==> config.mk <==
export PLATFORM = sky130hd
export DESIGN_NAME = pwm_capture16_flat
export DESIGN_NICKNAME = d
export VERILOG_FILES = /design/src/rtl/pwm_capture16_if.sv /design/src/rtl/pwm_capture16.sv /design/src/flat_wrapper.sv
export SDC_FILE = /design/constraint.sdc
export NUM_CORES = 1
export LEC_CHECK = 0
export ABC_AREA = 0
export CORE_UTILIZATION = 50
export CTS_BUF_LIST = sky130_fd_sc_hd__clkbuf_4 sky130_fd_sc_hd__clkbuf_8
export CTS_CLUSTER_SIZE = 28
export DETAILED_ROUTE_END_ITERATION = 12
export GPL_TIMING_DRIVEN = 0
export HOLD_SLACK_MARGIN = 0.15
export PLACE_DENSITY_LB_ADDON = 0.25
export SYNTH_ARGS = -nofsm -noshare
export SYNTH_HDL_FRONTEND = slang
export SYNTH_SLANG_ARGS = --single-unit
==> constraint.sdc <==
create_clock -name clk -period 5.5 [get_ports clk]
set_clock_uncertainty 0.1 [all_clocks]
set_input_delay 0.55 -clock clk [delete_from_list [all_inputs] [get_ports clk]]
set_output_delay 0.55 -clock clk [all_outputs]
set_load 0.02 [all_outputs]
==> src/rtl/pwm_capture16_if.sv <==
// pwm_capture16_if: PWM pin in, measured duty/high/period plus valid and stuck status out.
interface pwm_capture16_if;
  logic        pwm_in;
  logic [15:0] duty_cycle;
  logic [16:0] high_cycles;
  logic [16:0] period;
  logic        valid;
  logic        stuck;
  logic        stuck_level;
  modport master (output pwm_in, input duty_cycle, high_cycles, period, valid, stuck, stuck_level);
  modport slave (input pwm_in, output duty_cycle, high_cycles, period, valid, stuck, stuck_level);
endinterface

==> src/rtl/pwm_capture16.sv <==
// pwm_capture16: recovers duty/high/period of an async PWM input, flags edge-free input (PWM_CAPTURE_GLITCH_FILTER_EN adds a 3-sample filter).
module pwm_capture16 #(
  parameter int          SYNC_STAGES = 2,
  parameter logic [16:0] TIMEOUT     = 17'h1FFFF
) (
  input logic            clk,
  input logic            reset_n,
  pwm_capture16_if.slave bus
);
  typedef enum logic [1:0] {NO_EDGE, ARMED, STUCK} state_t;
  state_t                 r_state, w_next;
  logic [SYNC_STAGES-1:0] r_sync;
  logic                   r_s_d, w_s, w_rise, w_capture, w_enter, w_stuck;
  logic [16:0]            r_per, r_hi, w_hm1, r_high, r_period;
  logic [15:0]            r_duty;
  logic                   r_valid;
  always_ff @(posedge clk or negedge reset_n)
    if (!reset_n) r_sync <= '0;
    else r_sync <= {r_sync[SYNC_STAGES-2:0], bus.pwm_in};
`ifdef PWM_CAPTURE_GLITCH_FILTER_EN
  logic [1:0] r_flt;
  logic       r_hold;
  logic [2:0] w_win;
  assign w_win = {r_flt, r_sync[SYNC_STAGES-1]};
  assign w_s = (&w_win || ~|w_win) ? w_win[0] : r_hold;
  always_ff @(posedge clk or negedge reset_n)
    if (!reset_n) begin
      r_flt  <= '0;
      r_hold <= 1'b0;
    end else begin
      r_flt  <= w_win[1:0];
      r_hold <= w_s;
    end
`else
  assign w_s = r_sync[SYNC_STAGES-1];
`endif
  assign w_rise    = w_s & ~r_s_d;
  assign w_enter   = (r_per >= TIMEOUT) && !w_rise && r_state != STUCK;
  assign w_capture = w_rise && r_state == ARMED;
  assign w_hm1     = r_hi - 17'd1;
  assign w_stuck   = r_state == STUCK && !w_rise;
  always_comb begin
    w_next = r_state;
    w_next = w_rise ? ARMED : (w_enter ? STUCK : r_state);
  end
  always_ff @(posedge clk or negedge reset_n)
    if (!reset_n) r_state <= NO_EDGE;
    else r_state <= w_next;
  always_ff @(posedge clk or negedge reset_n)
    if (!reset_n) begin
      r_s_d    <= 1'b0;
      r_per    <= '0;
      r_hi     <= '0;
      r_duty   <= '0;
      r_high   <= '0;
      r_period <= '0;
      r_valid  <= 1'b0;
    end else begin
      r_s_d   <= w_s;
      r_per   <= w_rise ? 17'd1 : r_per + {16'd0, ~&r_per};
      r_hi    <= w_rise ? 17'd1 : r_hi + {16'd0, w_s & ~&r_hi};
      r_valid <= w_capture | w_enter;
      if (w_capture) begin
        r_period <= r_per;
        r_high   <= r_hi;
        r_duty   <= w_hm1[16] ? 16'hFFFF : w_hm1[15:0];
      end else if (w_enter) begin
        r_period <= TIMEOUT;
        r_high   <= w_s ? TIMEOUT : 17'd0;
        r_duty   <= w_s ? 16'hFFFF : 16'd0;
      end
    end
  assign bus.duty_cycle  = r_duty;
  assign bus.high_cycles = r_high;
  assign bus.period      = r_period;
  assign bus.valid       = r_valid;
  assign bus.stuck       = w_stuck;
  assign bus.stuck_level = w_stuck & w_s;
endmodule
==> src/flat_wrapper.sv <==
// flat-port wrapper written by rule: the top's interface ports become plain ports
module pwm_capture16_flat 
#(
  parameter int          SYNC_STAGES = 2,
  parameter logic [16:0] TIMEOUT     = 17'h1FFFF
)
  (clk, reset_n, bus_pwm_in, bus_duty_cycle, bus_high_cycles, bus_period, bus_valid, bus_stuck, bus_stuck_level);
  pwm_capture16_if bus_i ();
  input logic clk;
  input logic reset_n;
  input wire logic [$bits(bus_i.pwm_in)-1:0] bus_pwm_in;
  output wire logic [$bits(bus_i.duty_cycle)-1:0] bus_duty_cycle;
  output wire logic [$bits(bus_i.high_cycles)-1:0] bus_high_cycles;
  output wire logic [$bits(bus_i.period)-1:0] bus_period;
  output wire logic [$bits(bus_i.valid)-1:0] bus_valid;
  output wire logic [$bits(bus_i.stuck)-1:0] bus_stuck;
  output wire logic [$bits(bus_i.stuck_level)-1:0] bus_stuck_level;
  assign bus_i.pwm_in = bus_pwm_in;
  assign bus_duty_cycle = bus_i.duty_cycle;
  assign bus_high_cycles = bus_i.high_cycles;
  assign bus_period = bus_i.period;
  assign bus_valid = bus_i.valid;
  assign bus_stuck = bus_i.stuck;
  assign bus_stuck_level = bus_i.stuck_level;
  pwm_capture16 #(.SYNC_STAGES(SYNC_STAGES), .TIMEOUT(TIMEOUT)) u_core (.clk(clk), .reset_n(reset_n), .bus(bus_i));
endmodule
=== After elaboration in Yosys (flattened, before gate mapping) ===
Index checks and enable logic that the tools add are counted.

* Register bits: 90
* Input port bits: 3
* Output and inout port bits: 53
* Logic and storage cells: 45

* Add/subtract/negate cells: 3
* $lt $le $gt $ge: 1
* Eq/ne operators: 3
* Muxes and demuxes: 13
* Bitwise logic cells: 5
* Reduce and logical (&&, ||, !) cells: 11

{| class="wikitable"
|+ Operator list
! kind !! number
|-
| 17-bit 2-to-1 mux || 7
|-
| 16-bit 2-to-1 mux || 4
|-
| 17-bit by 1-bit adder with 17-bit output || 2
|-
| 17-bit AND reduction || 2
|-
| 17-bit >= comparator (second input constant) || 1
|-
| 17-bit by 1-bit subtractor with 17-bit output (second input constant) || 1
|-
| 1-bit logical AND || 4
|-
| 2-bit 2-to-1 mux || 2
|-
| 2-bit nonzero test || 2
|-
| 1-bit AND || 3
|-
| 1-bit logical NOT || 3
|-
| 2-bit by 1-bit == test with 1-bit output (second input constant) || 1
|-
| 2-bit == test (second input constant) || 1
|-
| 2-bit != test (second input constant) || 1
|-
| 1-bit NOT || 1
|-
| 1-bit bitwise OR || 1
|}

=== Logic depth before layout (Yosys ltp) ===
* Depth in word-level cells: 7
* Depth in mapped cells: 13
* Mapped depth without buffers: 10

=== Worst setup path before layout ===
OpenSTA, ideal clock, no wires.

* Path kind: register to register
* Start point: reg u_core.r_hi[4]
* End point: reg u_core.r_hi[16]
* Library setup time: 0.132 ns
* Arrival time: 2.450 ns
* Required time: 5.268 ns
* Slack: 2.818 ns
* Stages on the path, launching flop included: 14
* Path buffers: 3
* Clock period less this slack: 2.682 ns
* Cells stage by stage: dfrtp_1 clkbuf_1 and4_2 clkbuf_1 nand2_1 o31a_1 ha_1 ha_1 and3_1 clkbuf_1 nand2_1 nor3_1 xnor2_1 nor2_1

* Longest elaborated chain between the ends: 5

{| class="wikitable"
|+ RTL lines
! item !! line !! text
|-
| from (decl) || pwm_capture16.sv:14 || <nowiki>logic [16:0] r_per, r_hi, w_hm1, r_high, r_period;</nowiki>
|-
| from (signal assigned) || pwm_capture16.sv:61 || <nowiki>r_hi <= w_rise ? 17'd1 : r_hi + {16'd0, w_s & ~&r_hi};</nowiki>
|-
| 17-bit AND reduction || pwm_capture16.sv:61 ||
|-
| 1-bit logical NOT || pwm_capture16.sv:61 ||
|-
| 1-bit AND || pwm_capture16.sv:61 ||
|-
| 17-bit by 1-bit adder with 17-bit output (*) || pwm_capture16.sv:61 ||
|-
| 17-bit 2-to-1 mux (*) || pwm_capture16.sv:61 ||
|}

Mark *: on every way between the ends. The rest lies on a longest branch, timed or not.
A chain may end at the register's enable or synchronous reset.

=== Worst setup path after layout ===
Ends and elaborated chain as after synthesis.

==> results.md <==
* # DRC at 0
* CP Cell Sequence: clkbuf_1, and4_2, clkbuf_1, nand2_1, o31a_1, ha_1, ha_1, and3_1, clkbuf_1, nand2_1, nor3_1, xnor2_1, nor2_1
* Synthesis-to-layout area growth at 21.1%
* Worst path slowest cell: clkbuf_1
* Status: completed
* DR vias at ~3500
* GRT Max-Usage Layer: met2
* DIE HEIGHT at ~95 µm
* Diode count at 0
* Final WS setup at between 2 and 2.5 ns
* VDD IR-drop max at 0.171 mV
* Prevailing post-synth register cell: dfrtp_1
* Reg area at approximately 2300 µm²
* Placer's final routability congestion estimate at 0.837
* TritonCTS Buffers at 9
* EDFF count, synth at 0
* Kind of critical path: register to register
* Commonest non-fill, non-tap cell in the layout: dfrtp_1
* Finish-stage setup viols at 0
* # nets final at 526
* Worst Tran Pin Value at a little under 0.8 ns
* Worst path required time at 5.63 ns
* FMAX at around 0.32 GHz
* H-tree depth at 3
* Cell variety after synth at 46
* Dpl cell area at 5020 µm²
* Final ANT Viol Nets at 0
* Average size of a mapped cell at 9.61 µm²
* Vias per cell at 5.58
* Worst min path class: register to register
* Power Dens Cells at between 300 and 400 nW/µm²
* Clk_lat worst skew at 0.36 ns
* Tcrit/Tclk final at a little under three fifths
* CP Buf/Inv Count at 3
* Most frequent CP cell: clkbuf_1
* Slew HR at 46.9%
* Total track usage at 25.1%
* Core outline area at 8300 µm²
* Clock Tree Root: clkbuf_8
* Worst Hold Slack at between 0.2 and 0.3 ns
* Chip Width at 94.9 µm
* Leak pwr at 2.26 nW
* Finished Layout Cells at 626
* Max Cap Viol at 0
* Startpoint Class: register
* Number of placed I/O pins at 56
* Ys Warns at 0
* Mapped Cells at ~450
* Vias in the first global route at 3375
* Die area at 9000 µm²
* Worst-case clock buffer depth at 2
* Wire per inst at about 16 µm
* Core Util, Final at 62.9%
* CTS sink cnt at 90
* Initial antenna violation count at 0
* Multi-input gate area at approximately 1900 µm²
* CP max stage delay at around 0.40 ns
* WL final at between 10000 and 15000 µm
* Total power at 1.83 mW
* Min Tclk post-route at a little over 3 ns
* TritonRoute pass-1 iters at 4
* Worst path top cell family by delay: simple AND/OR/NAND/NOR gates
* Pin count of the biggest net entering global routing at 66
* Seq/Total Area, Yosys at 52.2%
* Design area at 5220 µm²
* FFs w/ async S/R, synth at between 90% and 100%
* Placed cells at 610
* Dpl ws at 2.50 ns
* CTS tree: yes
* Clock-pin slew on the worst setup and hold paths at 0.08 ns
* Core Rows at 33
* GR Layer Usage met2 at 38.5%
* Share of cells above drive strength 1 at under 10%
* Flops & latches, synth at 90
* GR met1 Demand/Resource at 36.5%
* WP data arrival at 3.22 ns
* Number of setup buffers added after CTS at 0
* Count of pins over their slew limit at 0
* First DRT Iteration DRCs at 247
* CP endpoint kind: register
* HPWL after DPL at 7300 µm
* Routing usage on met3 at 3.38%
* Starting Density at 52.0%
* Mapped Area at 4310 µm²
* Filler cell count at 719
* First-pass GRT wire length at 17000 µm
* Setup TNS at 0 ns
* Post-synth net total at 458
* Most frequent cells in the layout: dfrtp_1 (90), nor2_1 (72), clkdlybuf4s50_1 (54)
* Global route overflow at 0
* Final Hold Viols at 0
* RSZ-0062 raised after global routing: false
* Port Buffers at 55
* Crit-path max FO at 10
[routing by layer]
metal / vias up / share of wire [%]
met4: 0 / 1.6
met2: 90 / 47
met1: 1716 / 47
met3: 14 / 4.8
met5: - / 0
li1: 1671 / -
[report_power, final]
part	total (mW)	leakage, nW	switching [mW]	internal (mW)
clock network	0.453	0.0941	0.235	0.218
logic	0.556	1.00	0.301	0.255
registers	0.826	1.16	0.0726	0.753
total	1.83	2.26	0.608	1.23
[flip-flops by register name, summed over array words and instances (netlist names)]
name                    count
u_core.bus.valid            1
u_core.r_sync               2
u_core.r_s_d                1
u_core.bus.duty_cycle      16
u_core.r_per               17
u_core.bus.period          17
u_core.bus.high_cycles     17
u_core.r_hi                17
u_core.r_state              2
[synthesized netlist by cell type, types with 3 or more instances]
cell	count	share of area (%)
dfrtp_1	90	52
nor2_1	72	6.3
nand2_1	50	4.4
clkbuf_1	23	2.0
o21ai_0	23	2.7
xor2_1	23	4.7
nor3_1	22	2.6
nand3_1	19	2.2
a31oi_1	16	2.3
xnor2_1	16	3.2
nand4_1	10	1.5
a211oi_2	7	2.0
and3_1	6	0.87
buf_2	6	0.70
ha_1	6	1.7
a21oi_1	5	0.58
nand2b_1	5	0.73
inv_1	4	0.35
o2bb2ai_1	4	0.81
or3_1	4	0.58
and2_1	3	0.44
nor3_2	3	0.70
or4_4	3	0.78
[path summary, 6_finish.rpt]
path | startpoint | to | slack, ns | cells past startpoint
min in group asynchronous | reset_n | u_core.bus.valid | 0.53 | 2
hold reg to reg | u_core.r_sync[0] | u_core.r_sync[1] | 0.26 | 0
setup / recovery | u_core.r_hi[4] | u_core.r_hi[16] | 2.41 | 13
setup reg to reg | u_core.r_hi[4] | u_core.r_hi[16] | 2.41 | 13
max in group asynchronous | reset_n | u_core.bus.high_cycles[0] | 4.15 | 3
hold / removal | u_core.r_sync[0] | u_core.r_sync[1] | 0.26 | 0
[repair_timing]
action / in CTS / in global routing
hold buffers: 1 / 0
resized for setup: 0 / 0
endpoints found under the hold margin: 25 / 0
[final cells by class]
cell class / count / area share [%]
Clock buffer: 10 / 2.64
Timing Repair Buffer: 57 / 11.2
Sequential cell: 90 / 43.1
Tap cell: 105 / 2.52
Multi-Input combinational cell: 322 / 36.4
Clock inverter: 5 / 1.05
Inverter: 4 / 0.287
Buffer: 33 / 2.73
[kinds of logic after synthesis]
kind of cell               share of synthesized area, %
and+or+nand+nor                                    24.0
adders and majority gates                          1.74
AOI/OAI and AO/OA                                  10.1
buffers and inverters                              3.66
DFF                                                52.2
xor gates and xnor gates                           8.30
Note: power is estimated with default switching activity, not from simulation.
